$ cat src/rtl/rsa_loader_pkg.sv
// rsa_loader_pkg: shared constants for the RSA command loader.
package rsa_loader_pkg;
    localparam logic [1:0] ST_IDLE    = 2'd0;
    localparam logic [1:0] ST_CMD     = 2'd1;
    localparam logic [1:0] ST_PAYLOAD = 2'd2;
    localparam logic [1:0] ST_CSUM    = 2'd3;
    localparam logic [7:0] SYNC_BYTE  = 8'hA5;
    localparam logic [7:0] CMD_LD_MSG = 8'h01;
    localparam logic [7:0] CMD_LD_EXP = 8'h02;
    localparam logic [7:0] CMD_LD_MOD = 8'h03;
    localparam logic [7:0] CMD_START  = 8'h10;
    localparam logic [1:0] ERR_TIMEOUT   = 2'd0;
    localparam logic [1:0] ERR_BAD_CMD   = 2'd1;
    localparam logic [1:0] ERR_BAD_CSUM  = 2'd2;
    localparam logic [1:0] ERR_NOT_READY = 2'd3;
    function automatic logic is_load(input logic [7:0] c);
        return c == CMD_LD_MSG || c == CMD_LD_EXP || c == CMD_LD_MOD;
    endfunction
endpackage

$ cat src/rtl/rsa_cmd_loader_if.sv
// rsa_cmd_loader_if: byte stream in, operands and control pulses out.
interface rsa_cmd_loader_if #(parameter int WIDTH = 32);
    logic [7:0]       rx_data;
    logic             rx_valid;
    logic             core_busy;
    logic [WIDTH-1:0] msg;
    logic [WIDTH-1:0] exp;
    logic [WIDTH-1:0] mod;
    logic [2:0]       loaded;
    logic             start;
    logic             err;
    logic [1:0]       err_code;
    modport master(output rx_data, rx_valid, core_busy,
                   input msg, exp, mod, loaded, start, err, err_code);
    modport slave(input rx_data, rx_valid, core_busy,
                  output msg, exp, mod, loaded, start, err, err_code);
endinterface

$ cat src/rtl/rsa_loader_timeout.sv
// rsa_loader_timeout: inter-byte watchdog, pulses expired after TIMEOUT_CYCLES idle cycles.
module rsa_loader_timeout #(
    parameter int TIMEOUT_CYCLES = 100000
) (
    input  logic clk,
    input  logic rst_n,
    input  logic run,
    input  logic kick,
    output logic expired
);
    localparam int CW = (TIMEOUT_CYCLES > 2) ? $clog2(TIMEOUT_CYCLES) : 1;
    logic [CW-1:0] r_cnt;
    // a byte in the expiry cycle takes priority over the timeout
    assign expired = run && !kick && r_cnt == CW'(TIMEOUT_CYCLES - 1);
    always_ff @(posedge clk or negedge rst_n) begin
        if (!rst_n) r_cnt <= '0;
        else        r_cnt <= (!run || kick || expired) ? '0 : r_cnt + 1'b1;
    end
endmodule

$ cat src/rtl/rsa_cmd_loader.sv
// rsa_cmd_loader: parses framed host commands (A5, CMD, payload, XOR csum) into
// RSA operands and a start pulse; reports bad command, bad checksum, not ready, timeout.
module rsa_cmd_loader
    import rsa_loader_pkg::*;
#(
    parameter int WIDTH          = 32,
    parameter int TIMEOUT_CYCLES = 100000
) (
    input logic              clk,
    input logic              rst_n,
    rsa_cmd_loader_if.slave  bus
);
    localparam int NB = WIDTH / 8;
    localparam int BW = $clog2(NB + 1);
    logic [1:0]       r_state;
    logic [7:0]       r_cmd;
    logic [BW-1:0]    r_bcnt;
    logic [WIDTH-1:0] r_shift;
    logic [7:0]       r_xor;
    logic [WIDTH-1:0] r_msg, r_exp, r_mod;
    logic [2:0]       r_loaded;
    logic             r_start, r_err;
    logic [1:0]       r_code;
    logic             w_expired;
    logic [7:0]       w_byte;
    logic             w_valid, w_busy;
    assign w_byte  = bus.rx_data;
    assign w_valid = bus.rx_valid;
    assign w_busy  = bus.core_busy;
    rsa_loader_timeout #(.TIMEOUT_CYCLES(TIMEOUT_CYCLES)) u_timeout (
        .clk(clk), .rst_n(rst_n), .run(r_state != ST_IDLE), .kick(w_valid), .expired(w_expired)
    );
    always_ff @(posedge clk or negedge rst_n) begin
        if (!rst_n) begin
            r_state  <= ST_IDLE;
            r_cmd    <= '0;
            r_bcnt   <= '0;
            r_shift  <= '0;
            r_xor    <= '0;
            r_msg    <= '0;
            r_exp    <= '0;
            r_mod    <= '0;
            r_loaded <= '0;
            r_start  <= 1'b0;
            r_err    <= 1'b0;
            r_code   <= '0;
        end else begin
            r_start <= 1'b0;
            r_err   <= 1'b0;
            if (w_expired) begin
                r_state <= ST_IDLE;
                r_err   <= 1'b1;
                r_code  <= ERR_TIMEOUT;
            end else if (w_valid) begin
                case (r_state)
                    ST_IDLE: if (w_byte == SYNC_BYTE) r_state <= ST_CMD;
                    ST_CMD: begin
                        r_cmd  <= w_byte;
                        r_xor  <= w_byte;
                        r_bcnt <= '0;
                        r_shift <= '0;
                        if (is_load(w_byte)) r_state <= ST_PAYLOAD;
                        else if (w_byte == CMD_START) r_state <= ST_CSUM;
                        else begin
                            r_state <= ST_IDLE;
                            r_err   <= 1'b1;
                            r_code  <= ERR_BAD_CMD;
                        end
                    end
                    ST_PAYLOAD: begin
                        r_shift <= (r_shift << 8) | WIDTH'(w_byte);
                        r_xor   <= r_xor ^ w_byte;
                        r_bcnt  <= r_bcnt + 1'b1;
                        if (r_bcnt == BW'(NB - 1)) r_state <= ST_CSUM;
                    end
                    default: begin
                        r_state <= ST_IDLE;
                        if (w_byte != r_xor) begin
                            r_err  <= 1'b1;
                            r_code <= ERR_BAD_CSUM;
                        end else if (r_cmd == CMD_START ? (w_busy || r_loaded != 3'b111) : w_busy) begin
                            r_err  <= 1'b1;
                            r_code <= ERR_NOT_READY;
                        end else if (r_cmd == CMD_START) r_start <= 1'b1;
                        else begin
                            if (r_cmd == CMD_LD_MSG) r_msg <= r_shift;
                            if (r_cmd == CMD_LD_EXP) r_exp <= r_shift;
                            if (r_cmd == CMD_LD_MOD) r_mod <= r_shift;
                            r_loaded <= r_loaded | (3'b001 << (r_cmd[1:0] - 2'd1));
                        end
                    end
                endcase
            end
        end
    end
    assign bus.msg      = r_msg;
    assign bus.exp      = r_exp;
    assign bus.mod      = r_mod;
    assign bus.loaded   = r_loaded;
    assign bus.start    = r_start;
    assign bus.err      = r_err;
    assign bus.err_code = r_code;
endmodule

$ cat src/flat_wrapper.sv
// flat-port wrapper written by rule: the top's interface ports become plain ports
module rsa_cmd_loader_flat import rsa_loader_pkg::*;
#(
    parameter int WIDTH          = 32,
    parameter int TIMEOUT_CYCLES = 100000
)
  (clk, rst_n, bus_rx_data, bus_rx_valid, bus_core_busy, bus_msg, bus_exp, bus_mod, bus_loaded, bus_start, bus_err, bus_err_code);
  rsa_cmd_loader_if #(.WIDTH(WIDTH)) bus_i ();
  input logic clk;
  input logic rst_n;
  input wire logic [$bits(bus_i.rx_data)-1:0] bus_rx_data;
  input wire logic [$bits(bus_i.rx_valid)-1:0] bus_rx_valid;
  input wire logic [$bits(bus_i.core_busy)-1:0] bus_core_busy;
  output wire logic [$bits(bus_i.msg)-1:0] bus_msg;
  output wire logic [$bits(bus_i.exp)-1:0] bus_exp;
  output wire logic [$bits(bus_i.mod)-1:0] bus_mod;
  output wire logic [$bits(bus_i.loaded)-1:0] bus_loaded;
  output wire logic [$bits(bus_i.start)-1:0] bus_start;
  output wire logic [$bits(bus_i.err)-1:0] bus_err;
  output wire logic [$bits(bus_i.err_code)-1:0] bus_err_code;
  assign bus_i.rx_data = bus_rx_data;
  assign bus_i.rx_valid = bus_rx_valid;
  assign bus_i.core_busy = bus_core_busy;
  assign bus_msg = bus_i.msg;
  assign bus_exp = bus_i.exp;
  assign bus_mod = bus_i.mod;
  assign bus_loaded = bus_i.loaded;
  assign bus_start = bus_i.start;
  assign bus_err = bus_i.err;
  assign bus_err_code = bus_i.err_code;
  rsa_cmd_loader #(.WIDTH(WIDTH), .TIMEOUT_CYCLES(TIMEOUT_CYCLES)) u_core (.clk(clk), .rst_n(rst_n), .bus(bus_i));
endmodule
$ cat config.mk
export PLATFORM = sky130hd
export DESIGN_NAME = rsa_cmd_loader_flat
export DESIGN_NICKNAME = d
export VERILOG_FILES = /design/src/rtl/rsa_loader_pkg.sv /design/src/rtl/rsa_cmd_loader_if.sv /design/src/rtl/rsa_loader_timeout.sv /design/src/rtl/rsa_cmd_loader.sv /design/src/flat_wrapper.sv
export SDC_FILE = /design/constraint.sdc
export NUM_CORES = 1
export LEC_CHECK = 0
export ABC_CLOCK_PERIOD_IN_PS = 1900
export BUFFER_PORTS_ARGS = -buffer_cell sky130_fd_sc_hd__buf_4
export CAP_MARGIN = 15
export CELL_PAD_IN_SITES_DETAIL_PLACEMENT = 1
export CELL_PAD_IN_SITES_GLOBAL_PLACEMENT = 2
export CORE_MARGIN = 1.5
export CORE_UTILIZATION = 34
export CTS_CLUSTER_DIAMETER = 60
export DETAILED_ROUTE_END_ITERATION = 10
export GPL_TIMING_DRIVEN = 0
export PLACE_DENSITY_LB_ADDON = 0.1
export SLEW_MARGIN = 5
export SYNTH_ARGS = -nofsm -noshare
export SYNTH_HDL_FRONTEND = slang
export SYNTH_SLANG_ARGS = --single-unit
$ cat constraint.sdc
create_clock -name clk -period 1.9 [get_ports clk]
set_input_delay 0.38 -clock clk [delete_from_list [all_inputs] [get_ports clk]]
set_output_delay 0.38 -clock clk [all_outputs]
set_load 0.01 [all_outputs]
==> results.tsv, run 1 <==
stage	metric	value	unit
status	result_of_the_run	finished with violations	
status	violations	setup timing	
timing	totalNegativeSetupSlack	-12.80	ns
synth	yosysWarningCount	0	
timing	setup_viol	96	
synth	netlist_area	0.007388	mm²
global_routing	maximum_number_of_pins_on_one_net_before_global_route_repair	97	
layout	layout.nets	764	
power_and_ir_drop	power.density_cell_area	1043	mW/mm²
route	ant_nets	0	
synth	synth_enable_flop_cells	0	
synth	syn_area_per_cell	12.33	µm²
synth	netlist.area_leader.share	58.59	%
global_routing	track_usage	17.77	%
job	max_cap_viol_count	0	
clocking	numCtsBuffers	17	
setup_path	start_kind	register	
route	detail_route.first_pass.iterations	4	
setup_path	rrSetupSlack	-0.17	ns
global_routing	first_pass_grt_wire_length	30620	µm
power_and_ir_drop	p_sw_share	33.80	%
timing	fin_max_slew_vios	0	
placed_design	detailed_place_hpwl	13460	µm
floorplanning	die_height	150.4	µm
floorplanning	die-width	150.4	µm
setup_path	critPathKind	register to register	
synth	async_reset_ff_share	100.0	%
global_routing	first_global_vias	5531	
global_routing	globalRoute.totalOverflow	0	
route	detail_route.drc_violations	0	
power_and_ir_drop	pleak	4.794	nW
placed_design	place.detailed.instances	982	
timing	final-hold-violation-count	0	
setup_path	worstPathRequired	2.21	ns
clocking	root_buffer	sky130_fd_sc_hd__clkbuf_16	
timing	timing.final.crit_period	2.065	ns
route	drt-total-wl	19090	µm
layout	synthToLayoutAreaGrowth	29.65	%
setup_path	critical_path.cell_chain	or4_4 > nor4_4 > nand3_4 > buf_12 > mux2_4	
floorplanning	io_pins	115	
global_routing	antenna_found_initial	0	
layout	layout-drive-gt1-share	42.27	%
setup_path	maximum_fanout_along_the_worst_path	10	
synth	synth_top_flop_cell	sky130_fd_sc_hd__dfrtp_1	
route	dr_total_vias	5202	
setup_path	startpoint_of_the_most_critical_setup_path	u_core.r_cmd[6]	
setup_path	regToRegStartpoint	u_core.r_cmd[6]	
setup_path	timing.critical_path.slowest_stage_cell	sky130_fd_sc_hd__or4_4	
clocking	cts_htree_levels	4	
setup_path	worstSetupEndpointType	register	
clocking	cts.sinks	173	
floorplanning	placeableCoreArea	0.02115	mm²
layout	antenna_cells_inserted	0	
placed_design	dpl_cell_area	0.008633	mm²
setup_path	wp_data_arrival	2.37	ns
layout	design_area	0.009579	mm²
power_and_ir_drop	p_clk_share	34.3	%
floorplanning	design.die.area	0.02262	mm²
timing	setup_slack	-0.1651	ns
hold_path	hold_path.class	primary input to register	
setup_path	timing.rr.end	u_core.bus.msg[31]	
synth	synth_area_leader_cell	sky130_fd_sc_hd__dfrtp_1	
layout	fin_cells	1032	
synth	synthTopCellsByCount	sky130_fd_sc_hd__dfrtp_1, sky130_fd_sc_hd__mux2_2, sky130_fd_sc_hd__nand2_1	
floorplanning	row_count	53	
clocking	clk_path_buf_depth	2	
timing	fin_hold_ws	0.1846	ns
synth	synth_top_cells_by_area	sky130_fd_sc_hd__dfrtp_1, sky130_fd_sc_hd__mux2_2, sky130_fd_sc_hd__nand2_1, sky130_fd_sc_hd__nand3_1, sky130_fd_sc_hd__mux2_4	
synth	synthesis.instances	599	
synth	synth.lib_cells_used.distinct	45	
timing	skew	0.009381	ns
placed_design	worst_setup_slack_after_placement	-0.6026	ns
power_and_ir_drop	p_sw	3.376	mW
hold_path	holdCritStartpoint	bus_core_busy	
floorplanning	initial_utilization	34.93	%
hold_path	worst_hold_path.num_cells	2	
timing	relSlewSlack	57.18	%
synth	synth-seq-cells	173	
route	drt-wirelength-per-cell	18.50	µm
clocking	cts_tree	yes	
power_and_ir_drop	irDropWorstVdd	0.0007108	V
placed_design	place_congestion	0.7481	
power_and_ir_drop	seq_power_share	45.3	%
synth	synth_seq_area_share	58.59	%
route	drtIter0Drc	125	
clocking	worst_skew_pair.late_latency	0.43	ns
timing	achievable-frequency	0.4842	GHz
power_and_ir_drop	intPower	6.614	mW
synth	mappedNetlistNets	619	
timing	timing_worst_slew_pin_value	0.6423	ns
route	avgViaCountPerCell	5.041	
timing	rsz0062_at_grt	true	
clocking	path_clk_slew	0.07	ns
synth	post-synth-top-count-cell	sky130_fd_sc_hd__dfrtp_1	
hold_path	worst_hold_path.endpoint	u_core.bus.start	
setup_path	cp_slowest_stage_delay	0.60	ns
power_and_ir_drop	share_comb_of_total_power	20.4	%
setup_path	worst_r2r_path_depth	5	
timing	layout_worst_path_cycle_share	108.7	%
placed_design	numPortBuffers	107	
==> placed cells by master, fill, tap and decap left out, drive strengths merged, types with 7 or more instances in the layout <==
master and instances:
clkbuf 38, nand3 42, dfrtp 173, nor2 17, o21ai 18, buf 138, mux2 103, nand4 7
nor4 10, nand2 86, xor2 15, ha 8, a21oi 19, inv 18
==> power groups by stage <==
stage / registers (mW) / logic (mW) / clock network (mW)
3_3_place_gp: 4.57 / 1.74 / 0
6_report: 4.53 / 2.04 / 3.42
5_1_grt: 4.60 / 2.27 / 3.68
3_5_place_dp: 4.60 / 1.80 / 0
2_1_floorplan: 4.44 / 1.24 / 0
4_1_cts: 4.52 / 1.98 / 3.53
==> layer usage <==
metal / track usage, % / vias up / routed length [µm]
met5: 0 / - / 0
met4: 5.049 / 0 / 206
met3: 2.939 / 15 / 540
met2: 29.61 / 88 / 9512
met1: 23.84 / 2695 / 8830
li1: - / 2404 / -
==> cell type report <==
cell class              count  area, µm²
plain buffers              31      275.3
clock buffers              18      439.2
clock inverters            14      146.4
fillers                  2229      11570
inverters                  10      37.54
multi-input cells         383       2982
flip-flops and latches    173       4333
well taps                 275      344.1
repair buffers            128       1022
==> per-stage QoR <==
step | power, mW | utilization (%)
6_report | 9.991 | 45.28
5_1_grt | 10.55 | 45.28
4_1_cts | 10.03 | 44.70
3_5_place_dp | 6.405 | 40.81
3_3_place_gp | 6.306 | 40.65
2_1_floorplan | 5.677 | -
==> registers in the layout, summed over array words and instances (netlist names) <==
name                    count
u_core.bus.err              1
u_core.bus.err_code         2
u_core.bus.exp             32
u_core.bus.loaded           3
u_core.bus.mod             32
u_core.bus.msg             32
u_core.bus.start            1
u_core.r_bcnt               3
u_core.r_cmd                8
u_core.r_shift             32
u_core.r_state              2
u_core.r_xor                8
u_core.u_timeout.r_cnt     17
==> critical path, delay by kind of cell, from the launching register on <==
kind                   cells  cell delay, ns
buffers and inverters      1            0.21
and+or+nand+nor            3            1.05
DFF                        1            0.39
muxes                      1            0.29
==> worst max-delay path by stage <==
stage	endpoint
after CTS	u_core.bus.mod[10]
after floorplan	u_core.bus.exp[24]
final	u_core.bus.msg[31]
after global routing	u_core.bus.mod[12]
after detailed placement	u_core.bus.exp[29]
after global placement	u_core.bus.msg[7]
==> what timing repair did <==
action	CTS	global route
buffers inserted	16	2
hold buffers	1	0
pin swaps	8	3
resized for setup	23	41
gates cloned	1	0
setup endpoints to repair	153	160
hold endpoints to repair	77	0
==> logic make-up (layout without fill, tap and decap cells) <==
| logic type | after synthesis | after routing | synth area share (%) |
|---|---|---|---|
| AO/OA/AOI/OAI | 59 | 59 | 4.894 |
| multiplexers | 103 | 103 | 16.26 |
| flip-flops | 173 | 173 | 58.59 |
| buffers and inverters | 43 | 201 | 3.201 |
| adder cells (fa/ha/maj) | 8 | 8 | 1.355 |
| XOR/XNOR | 19 | 19 | 2.252 |
| AND/OR/NAND/NOR | 194 | 194 | 13.45 |
Power figures use the tool's default switching activity.
==> run 2, diff against run 1 <==
--- a/config.mk
+++ b/config.mk
@@ -6,16 +6,16 @@
 export NUM_CORES = 1
 export LEC_CHECK = 0
 export ABC_CLOCK_PERIOD_IN_PS = 1900
-export BUFFER_PORTS_ARGS = -buffer_cell sky130_fd_sc_hd__buf_4
+export BUFFER_PORTS_ARGS = -buffer_cell sky130_fd_sc_hd__buf_2
 export CAP_MARGIN = 15
 export CELL_PAD_IN_SITES_DETAIL_PLACEMENT = 1
 export CELL_PAD_IN_SITES_GLOBAL_PLACEMENT = 2
-export CORE_MARGIN = 1.5
 export CORE_UTILIZATION = 34
 export CTS_CLUSTER_DIAMETER = 60
 export DETAILED_ROUTE_END_ITERATION = 10
 export GPL_TIMING_DRIVEN = 0
 export PLACE_DENSITY_LB_ADDON = 0.1
+export RECOVER_POWER = 25
 export SLEW_MARGIN = 5
 export SYNTH_ARGS = -nofsm -noshare
 export SYNTH_HDL_FRONTEND = slang
==> results.tsv, run 2 (synthesis gave the netlist of run 1 again) <==
stage	metric	value	unit	change
status	result_of_the_run	finished with violations		
status	violations	setup timing		
floorplanning	placeableCoreArea	0.02115	mm²	unchanged
route	drt-wirelength-per-cell	18.27	µm	-1.2%
clocking	root_buffer	sky130_fd_sc_hd__clkbuf_16		
route	drt-total-wl	18900	µm	-1.0%
route	ant_nets	0		unchanged
setup_path	critical_path.cell_chain	or4_4 > nor4_4 > nand3_4 > buf_12 > buf_12 > mux2_4		
timing	final-hold-violation-count	0		unchanged
floorplanning	die-width	149.4	µm	-0.66%
timing	layout_worst_path_cycle_share	108.1	%	-0.55 points
timing	fin_hold_ws	0.2326	ns	+0.04798 ns
placed_design	place_congestion	0.7395		-1.1%
floorplanning	die_height	149.4	µm	-0.66%
setup_path	critical-path-top-cell-by-count	sky130_fd_sc_hd__buf_12		
placed_design	detailed_place_hpwl	13350	µm	-0.80%
power_and_ir_drop	irDropWorstVdd	0.0006832	V	-3.9%
layout	fillerInstances	2281		+2.3%
timing	relSlewSlack	31.12	%	-26 points
floorplanning	initial_utilization	34.93	%	unchanged
job	max_cap_viol_count	0		unchanged
clocking	worst_skew_pair.late_latency	0.43	ns	about the same
route	detail_route.first_pass.iterations	4		unchanged
setup_path	maximum_fanout_along_the_worst_path	10		unchanged
power_and_ir_drop	pleak	4.730	nW	-1.3%
floorplanning	design.die.area	0.02232	mm²	-1.3%
timing	skew	0.009657	ns	+0.0002761 ns
placed_design	numPortBuffers	107		unchanged
floorplanning	row_count	53		unchanged
floorplanning	io_pins	115		unchanged
timing	timing.final.crit_period	2.055	ns	-0.01039 ns
route	detail_route.drc_violations	0		unchanged
layout	most_frequent_standard_cell_in_the_layout_excluding_fill_and_tap_cells	sky130_fd_sc_hd__dfrtp_1		
setup_path	worstSetupEndpointType	register		
setup_path	worst_r2r_path_depth	6		+1
setup_path	start_kind	register		
hold_path	worst_hold_path.num_cells	2		unchanged
global_routing	globalRoute.totalOverflow	0		unchanged
layout	layout.nets	766		+0.26%
clocking	cts.sinks	173		unchanged
setup_path	critPathKind	register to register		
global_routing	track_usage	18.11	%	+0.34 points
setup_path	startpoint_of_the_most_critical_setup_path	u_core.r_cmd[6]		
clocking	numCtsBuffers	17		unchanged
global_routing	first_pass_grt_wire_length	30830	µm	+0.70%
timing	achievable-frequency	0.4867	GHz	+0.51%
clocking	clk_path_buf_depth	2		unchanged
route	dr_total_vias	5193		-0.17%
layout	postLayoutCoreUtil	43.95	%	-1.3 points
timing	fin_max_slew_vios	0		unchanged
setup_path	cp_slowest_stage_delay	0.60	ns	about the same
setup_path	timing.critical_path.slowest_stage_cell	sky130_fd_sc_hd__or4_4		
setup_path	worstPathRequired	2.21	ns	about the same
setup_path	wp_data_arrival	2.37	ns	about the same
timing	timing_worst_slew_pin_value	1.033	ns	+0.3909 ns
global_routing	antenna_found_initial	0		unchanged
global_routing	first_global_vias	5510		-0.38%
layout	most-common-layout-cells	sky130_fd_sc_hd__dfrtp_1, sky130_fd_sc_hd__mux2_2, sky130_fd_sc_hd__buf_2, sky130_fd_sc_hd__nand2_1, sky130_fd_sc_hd__nand3_1		
clocking	path_clk_slew	0.07	ns	about the same
setup_path	regToRegStartpoint	u_core.r_cmd[6]		
layout	antenna_cells_inserted	0		unchanged
timing	rsz0062_at_grt	true		
global_routing	maximum_number_of_pins_on_one_net_before_global_route_repair	105		+8.2%
layout	layout-drive-gt1-share	39.13	%	-3.1 points
timing	setup_slack	-0.1547	ns	+0.01039 ns
layout	synthToLayoutAreaGrowth	25.84	%	
timing	setup_viol	96		unchanged
hold_path	hold_path.class	primary input to register		
clocking	cts_htree_levels	4		unchanged
power_and_ir_drop	power.density_cell_area	1067	mW/mm²	+2.3%
hold_path	holdCritStartpoint	bus_core_busy		
route	drtIter0Drc	173		+38%
clocking	cts_tree	yes		
route	avgViaCountPerCell	5.022		-0.37%
## run 2: cell type report
type,instances,area (µm²),share of cell area [%]
flip-flops and latches,173,4332,46.59
multi-input cells,383,2963,31.87
repair buffers,129,749.5,8.061
clock buffers,18,439.2,4.723
well taps,275,344.1,3.701
plain buffers,32,281.5,3.028
clock inverters,14,151.4,1.628
inverters,10,37.54,0.4037
## run 2: worst max-delay path, delay by kind of cell, from the launching register on
| family | cells | cell delay (ns) |
|---|---|---|
| multiplexers | 1 | 0.29 |
| AND/OR/NAND/NOR | 3 | 0.93 |
| buffers and inverters | 2 | 0.32 |
| flip-flops | 1 | 0.39 |
## run 2: final timing paths
kind | end | slack [ns]
worst min-delay path | u_core.bus.start | 0.23
worst max register to register | u_core.bus.exp[28] | -0.15
worst min register to register | u_core.u_timeout.r_cnt[0] | 0.49
worst max-delay path | u_core.bus.exp[28] | -0.15
max in group asynchronous | u_core.bus.mod[1] | 0.14
min in group asynchronous | u_core.u_timeout.r_cnt[14] | 0.71
## run 2: report_power, final
group | switching [mW] | internal [mW] | leakage (nW)
clock | 1.65 | 1.79 | 0.288
sequential | 0.471 | 4.05 | 2.35
combinational | 1.23 | 0.722 | 2.09
## run 2: per-stage QoR
step                      total power, mW  instance area (µm²)  worst slack (ns)  TNS [ns]  cells
final                               9.920                 9298           -0.1547    -10.54   1034
after global routing                10.49                 9298           -0.2233    -22.99   1034
after CTS                           9.998                 9228           -0.1505    -11.35   1033
after detailed placement            6.380                 8368           -0.5044    -50.91    982
after global placement              6.289                 8330            -2.267   -438.29    981
after floorplan                     5.677                 7451          0.003494         0    599
## run 2: metal layers
metal / vias to the layer above / wire (µm) / GRT usage (%)
met5: - / 0 / 0
met4: 0 / 265 / 6.276
met3: 25 / 596 / 3.445
met2: 90 / 9064 / 28.54
met1: 2663 / 8969 / 24.86
li1: 2415 / - / -
## run 2: what timing repair did
item                                    4_1_cts  5_1_grt
cloned                                        1        0
endpoints found under the hold margin        69        0
setup buffers                                17        2
pin swaps                                     6        6
resized for setup                            26       29
endpoints found under the setup margin      152      144
hold buffers                                  1        0
==> run 3, diff against run 2 <==
--- a/config.mk
+++ b/config.mk
@@ -5,12 +5,13 @@
 export SDC_FILE = /design/constraint.sdc
 export NUM_CORES = 1
 export LEC_CHECK = 0
+export ABC_AREA = 1
 export ABC_CLOCK_PERIOD_IN_PS = 1900
 export BUFFER_PORTS_ARGS = -buffer_cell sky130_fd_sc_hd__buf_2
 export CAP_MARGIN = 15
 export CELL_PAD_IN_SITES_DETAIL_PLACEMENT = 1
 export CELL_PAD_IN_SITES_GLOBAL_PLACEMENT = 2
-export CORE_UTILIZATION = 34
+export CORE_UTILIZATION = 31
 export CTS_CLUSTER_DIAMETER = 60
 export DETAILED_ROUTE_END_ITERATION = 10
 export GPL_TIMING_DRIVEN = 0
==> results.tsv, run 3 <==
stage	metric	value	unit	change
status	result_of_the_run	finished with violations		
status	violations	setup timing		
timing	totalNegativeSetupSlack	-0.4762	ns	+10.06 ns
route	detail_route.drc_violations	0		unchanged
timing	fin_hold_ws	0.2673	ns	+0.03472 ns
clocking	root_buffer	sky130_fd_sc_hd__clkbuf_16		
setup_path	worst_r2r_path_depth	14		+8
global_routing	globalRoute.totalOverflow	0		unchanged
layout	multi_input_area	0.003131	mm²	+5.7%
timing	timing.final.crit_period	1.949	ns	-0.1059 ns
timing	achievable-frequency	0.5131	GHz	+5.4%
placed_design	worst_setup_slack_after_placement	-0.5976	ns	-0.09322 ns
hold_path	holdCritStartpoint	bus_rx_data[5]		
route	avgViaCountPerCell	4.667		-7.1%
synth	netlist_area	0.007405	mm²	+0.22%
setup_path	worstPathRequired	2.22	ns	about the same
floorplanning	die-width	156.6	µm	+4.8%
clocking	cts_tree	yes		
clocking	numCtsBuffers	17		unchanged
hold_path	hold_path.class	primary input to register		
power_and_ir_drop	seq_power_share	45.6	%	about the same
global_routing	first_pass_grt_wire_length	36980	µm	+20%
setup_path	start_kind	register		
power_and_ir_drop	power.density_cell_area	903.5	mW/mm²	-15%
layout	fillerInstances	2721		+19%
synth	synth.lib_cells_used.distinct	29		-36%
synth	synth_top_cells_by_area	sky130_fd_sc_hd__dfrtp_1, sky130_fd_sc_hd__nand2_1, sky130_fd_sc_hd__nand3_1, sky130_fd_sc_hd__inv_1, sky130_fd_sc_hd__nor2_1		
power_and_ir_drop	irDropWorstVdd	0.0005562	V	-19%
setup_path	timing.rr.end	u_core.bus.exp[7]		
layout	most-common-layout-cells	sky130_fd_sc_hd__nand2_1, sky130_fd_sc_hd__dfrtp_1, sky130_fd_sc_hd__buf_2, sky130_fd_sc_hd__nand3_1, sky130_fd_sc_hd__inv_1		
clocking	cts.sinks	173		unchanged
timing	setup_slack	-0.04886	ns	+0.1059 ns
layout	layout.nets	1055		+38%
layout	sequential_cell_area	0.004329	mm²	about the same
floorplanning	placeableCoreArea	0.02347	mm²	+11%
synth	post-synth-top-count-cell	sky130_fd_sc_hd__nand2_1		
setup_path	rrSetupSlack	-0.05	ns	+0.11 ns
layout	most_frequent_standard_cell_in_the_layout_excluding_fill_and_tap_cells	sky130_fd_sc_hd__nand2_1		
route	drtIter0Drc	300		+73%
power_and_ir_drop	p_sw	2.831	mW	-16%
placed_design	detailed_place_hpwl	15900	µm	+19%
clocking	clk_path_buf_depth	2		unchanged
timing	final-hold-violation-count	0		unchanged
layout	synthToLayoutAreaGrowth	39.88	%	
timing	relSlewSlack	60.46	%	+29 points
power_and_ir_drop	intPower	6.527	mW	-0.64%
floorplanning	design.die.area	0.02451	mm²	+9.8%
synth	synth_area_leader_cell	sky130_fd_sc_hd__dfrtp_1		
setup_path	maximum_fanout_along_the_worst_path	7		-3
synth	synth_enable_flop_cells	0		unchanged
route	drt-wirelength-per-cell	17.44	µm	-4.6%
layout	layout-drive-gt1-share	33.02	%	-6.1 points
layout	fin_cells	1368		+32%
synth	synthTopCellsByCount	sky130_fd_sc_hd__nand2_1, sky130_fd_sc_hd__dfrtp_1, sky130_fd_sc_hd__nand3_1		
power_and_ir_drop	fin_total_pwr	9.358	mW	-5.7%
placed_design	place.detailed.instances	1288		+31%
route	detail_route.first_pass.iterations	5		+1
job	max_cap_viol_count	0		unchanged
synth	netlist.area_leader.share	58.47	%	-0.13 points
clocking	path_clk_slew	0.07	ns	about the same
global_routing	maximum_number_of_pins_on_one_net_before_global_route_repair	101		-3.8%
floorplanning	die_height	156.6	µm	+4.8%
hold_path	worst_hold_path.endpoint	u_core.r_cmd[5]		
synth	synthesis.instances	854		+43%
setup_path	critPathKind	register to register		
setup_path	regToRegStartpoint	u_core.u_timeout.r_cnt[0]		
synth	syn_area_per_cell	8.670	µm²	-30%
timing	rsz0062_at_grt	true		
placed_design	place_congestion	0.7402		about the same
hold_path	worst_hold_path.num_cells	3		+1
global_routing	track_usage	20.19	%	+2.1 points
synth	synth-seq-cells	173		unchanged
setup_path	wp_data_arrival	2.27	ns	-0.10 ns
power_and_ir_drop	p_clk_share	38.2	%	+3.5 points
synth	synth_top_flop_cell	sky130_fd_sc_hd__dfrtp_1		
timing	timing_worst_slew_pin_value	0.5931	ns	-0.4400 ns
clocking	worst_skew_pair.late_latency	0.44	ns	about the same
synth	mappedNetlistNets	874		+41%
synth	synth_seq_area_share	58.47	%	-0.13 points
placed_design	numPortBuffers	114		+6.5%
timing	skew	0.01243	ns	+0.002777 ns
synth	async_reset_ff_share	100.0	%	unchanged
floorplanning	io_pins	115		unchanged
timing	layout_worst_path_cycle_share	102.6	%	-5.6 points
timing	fin_max_slew_vios	0		unchanged
floorplanning	initial_utilization	31.55	%	-3.4 points
clocking	cts_htree_levels	4		unchanged
global_routing	antenna_found_initial	1		+1
synth	yosysWarningCount	0		unchanged
power_and_ir_drop	share_comb_of_total_power	16.2	%	-3.4 points
route	ant_nets	0		unchanged
power_and_ir_drop	p_sw_share	30.25	%	-3.5 points
timing	setup_viol	30		-69%
route	dr_total_vias	6384		+23%
power_and_ir_drop	pleak	5.337	nW	+13%
setup_path	worstSetupEndpointType	register		
floorplanning	row_count	56		+5.7%
global_routing	first_global_vias	6550		+19%
route	drt-total-wl	23860	µm	+26%
## run 3: cell count changes after synthesis, moves of 14 or more
cell                      delta
sky130_fd_sc_hd__mux2_2     -92
sky130_fd_sc_hd__o22ai_1    +23
sky130_fd_sc_hd__nand2_1   +208
sky130_fd_sc_hd__buf_2      +14
sky130_fd_sc_hd__nor2_1     +34
sky130_fd_sc_hd__inv_1      +59
sky130_fd_sc_hd__nand3_1    +73
## run 3: worst max-delay path by stage
stage	from	end	slack, ns	depth (start not counted)
2_1_floorplan	u_core.u_timeout.r_cnt[0]	u_core.bus.exp[10]	0.15	12
3_3_place_gp	rst_n	u_core.bus.mod[2]	-2.64	1
3_5_place_dp	u_core.u_timeout.r_cnt[0]	u_core.bus.mod[3]	-0.60	12
4_1_cts	u_core.u_timeout.r_cnt[1]	u_core.bus.mod[13]	-0.05	14
5_1_grt	u_core.u_timeout.r_cnt[0]	u_core.bus.exp[7]	-0.20	14
6_report	u_core.u_timeout.r_cnt[0]	u_core.bus.exp[7]	-0.05	14
## run 3: cell type report
class	count	area share (%)
Timing Repair Buffer	164	12.03
Multi-Input combinational cell	567	30.22
Buffer	36	3.540
Antenna cell	1	0.02416
Tap cell	319	3.854
Clock buffer	18	4.240
Sequential cell	173	41.80
Inverter	76	2.778
Clock inverter	14	1.510
## run 3: logic make-up (layout without fill, tap and decap cells)
| family | after synthesis | after routing | synth area share, % |
|---|---|---|---|
| xor gates and xnor gates | 11 | 11 | 1.301 |
| buffers and inverters | 114 | 308 | 6.523 |
| AOI/OAI and AO/OA | 68 | 68 | 5.289 |
| and+or+nand+nor | 479 | 479 | 26.93 |
| muxes | 1 | 1 | 0.1352 |
| adders and majority gates | 8 | 8 | 1.352 |
| other | 0 | 1 | 0 |
| DFF | 173 | 173 | 58.47 |
## run 3: worst max-delay path, cell delays in order, from the launching register on
cell,delay [ns]
sky130_fd_sc_hd__dfrtp_1,0.38
sky130_fd_sc_hd__ha_2,0.20
sky130_fd_sc_hd__nand2_2,0.07
sky130_fd_sc_hd__inv_2,0.05
sky130_fd_sc_hd__nand2_4,0.07
sky130_fd_sc_hd__nor2_4,0.04
sky130_fd_sc_hd__nand4_1,0.14
sky130_fd_sc_hd__nand2_2,0.09
sky130_fd_sc_hd__nor2_4,0.17
sky130_fd_sc_hd__buf_6,0.14
sky130_fd_sc_hd__buf_6,0.10
sky130_fd_sc_hd__nand2_8,0.09
sky130_fd_sc_hd__clkbuf_16,0.18
sky130_fd_sc_hd__nand2_2,0.05
sky130_fd_sc_hd__nand2_1,0.05
## run 3: metal layers
metal  vias to the layer above  part of all wire [%]  GRT usage, %  wire length (µm)
met4                         0                   1.3         5.976               308
li1                       3117                     -             -                 -
met2                       101                    50         33.67             11860
met3                        21                   2.9         3.185               687
met5                         -                     0             0                 0
met1                      3145                    46         26.94             11010
## run 3: metrics by stage
step,instance area (µm²),utilization (%)
final,10360,44.13
after global routing,10360,44.13
after CTS,9694,41.30
after detailed placement,8412,35.84
after global placement,8374,35.68
after floorplan,7405,-
## run 3: timing repair
| action | 4_1_cts | 5_1_grt |
|---|---|---|
| endpoints found under the hold margin | 73 | 0 |
| setup buffers | 30 | 7 |
| cloned | 6 | 7 |
| gates resized for setup | 106 | 126 |
| setup endpoints to repair | 139 | 144 |
| pin swaps | 7 | 43 |
| hold buffers | 1 | 0 |
## run 3: power by group through the flow
stage | clock, mW | sequential [mW] | combinational [mW]
after detailed placement | 0 | 4.31 | 1.33
final | 3.58 | 4.27 | 1.52
after global routing | 3.81 | 4.30 | 1.74
after floorplan | 0 | 4.22 | 0.876
after global placement | 0 | 4.31 | 1.30
after CTS | 3.65 | 4.24 | 1.47
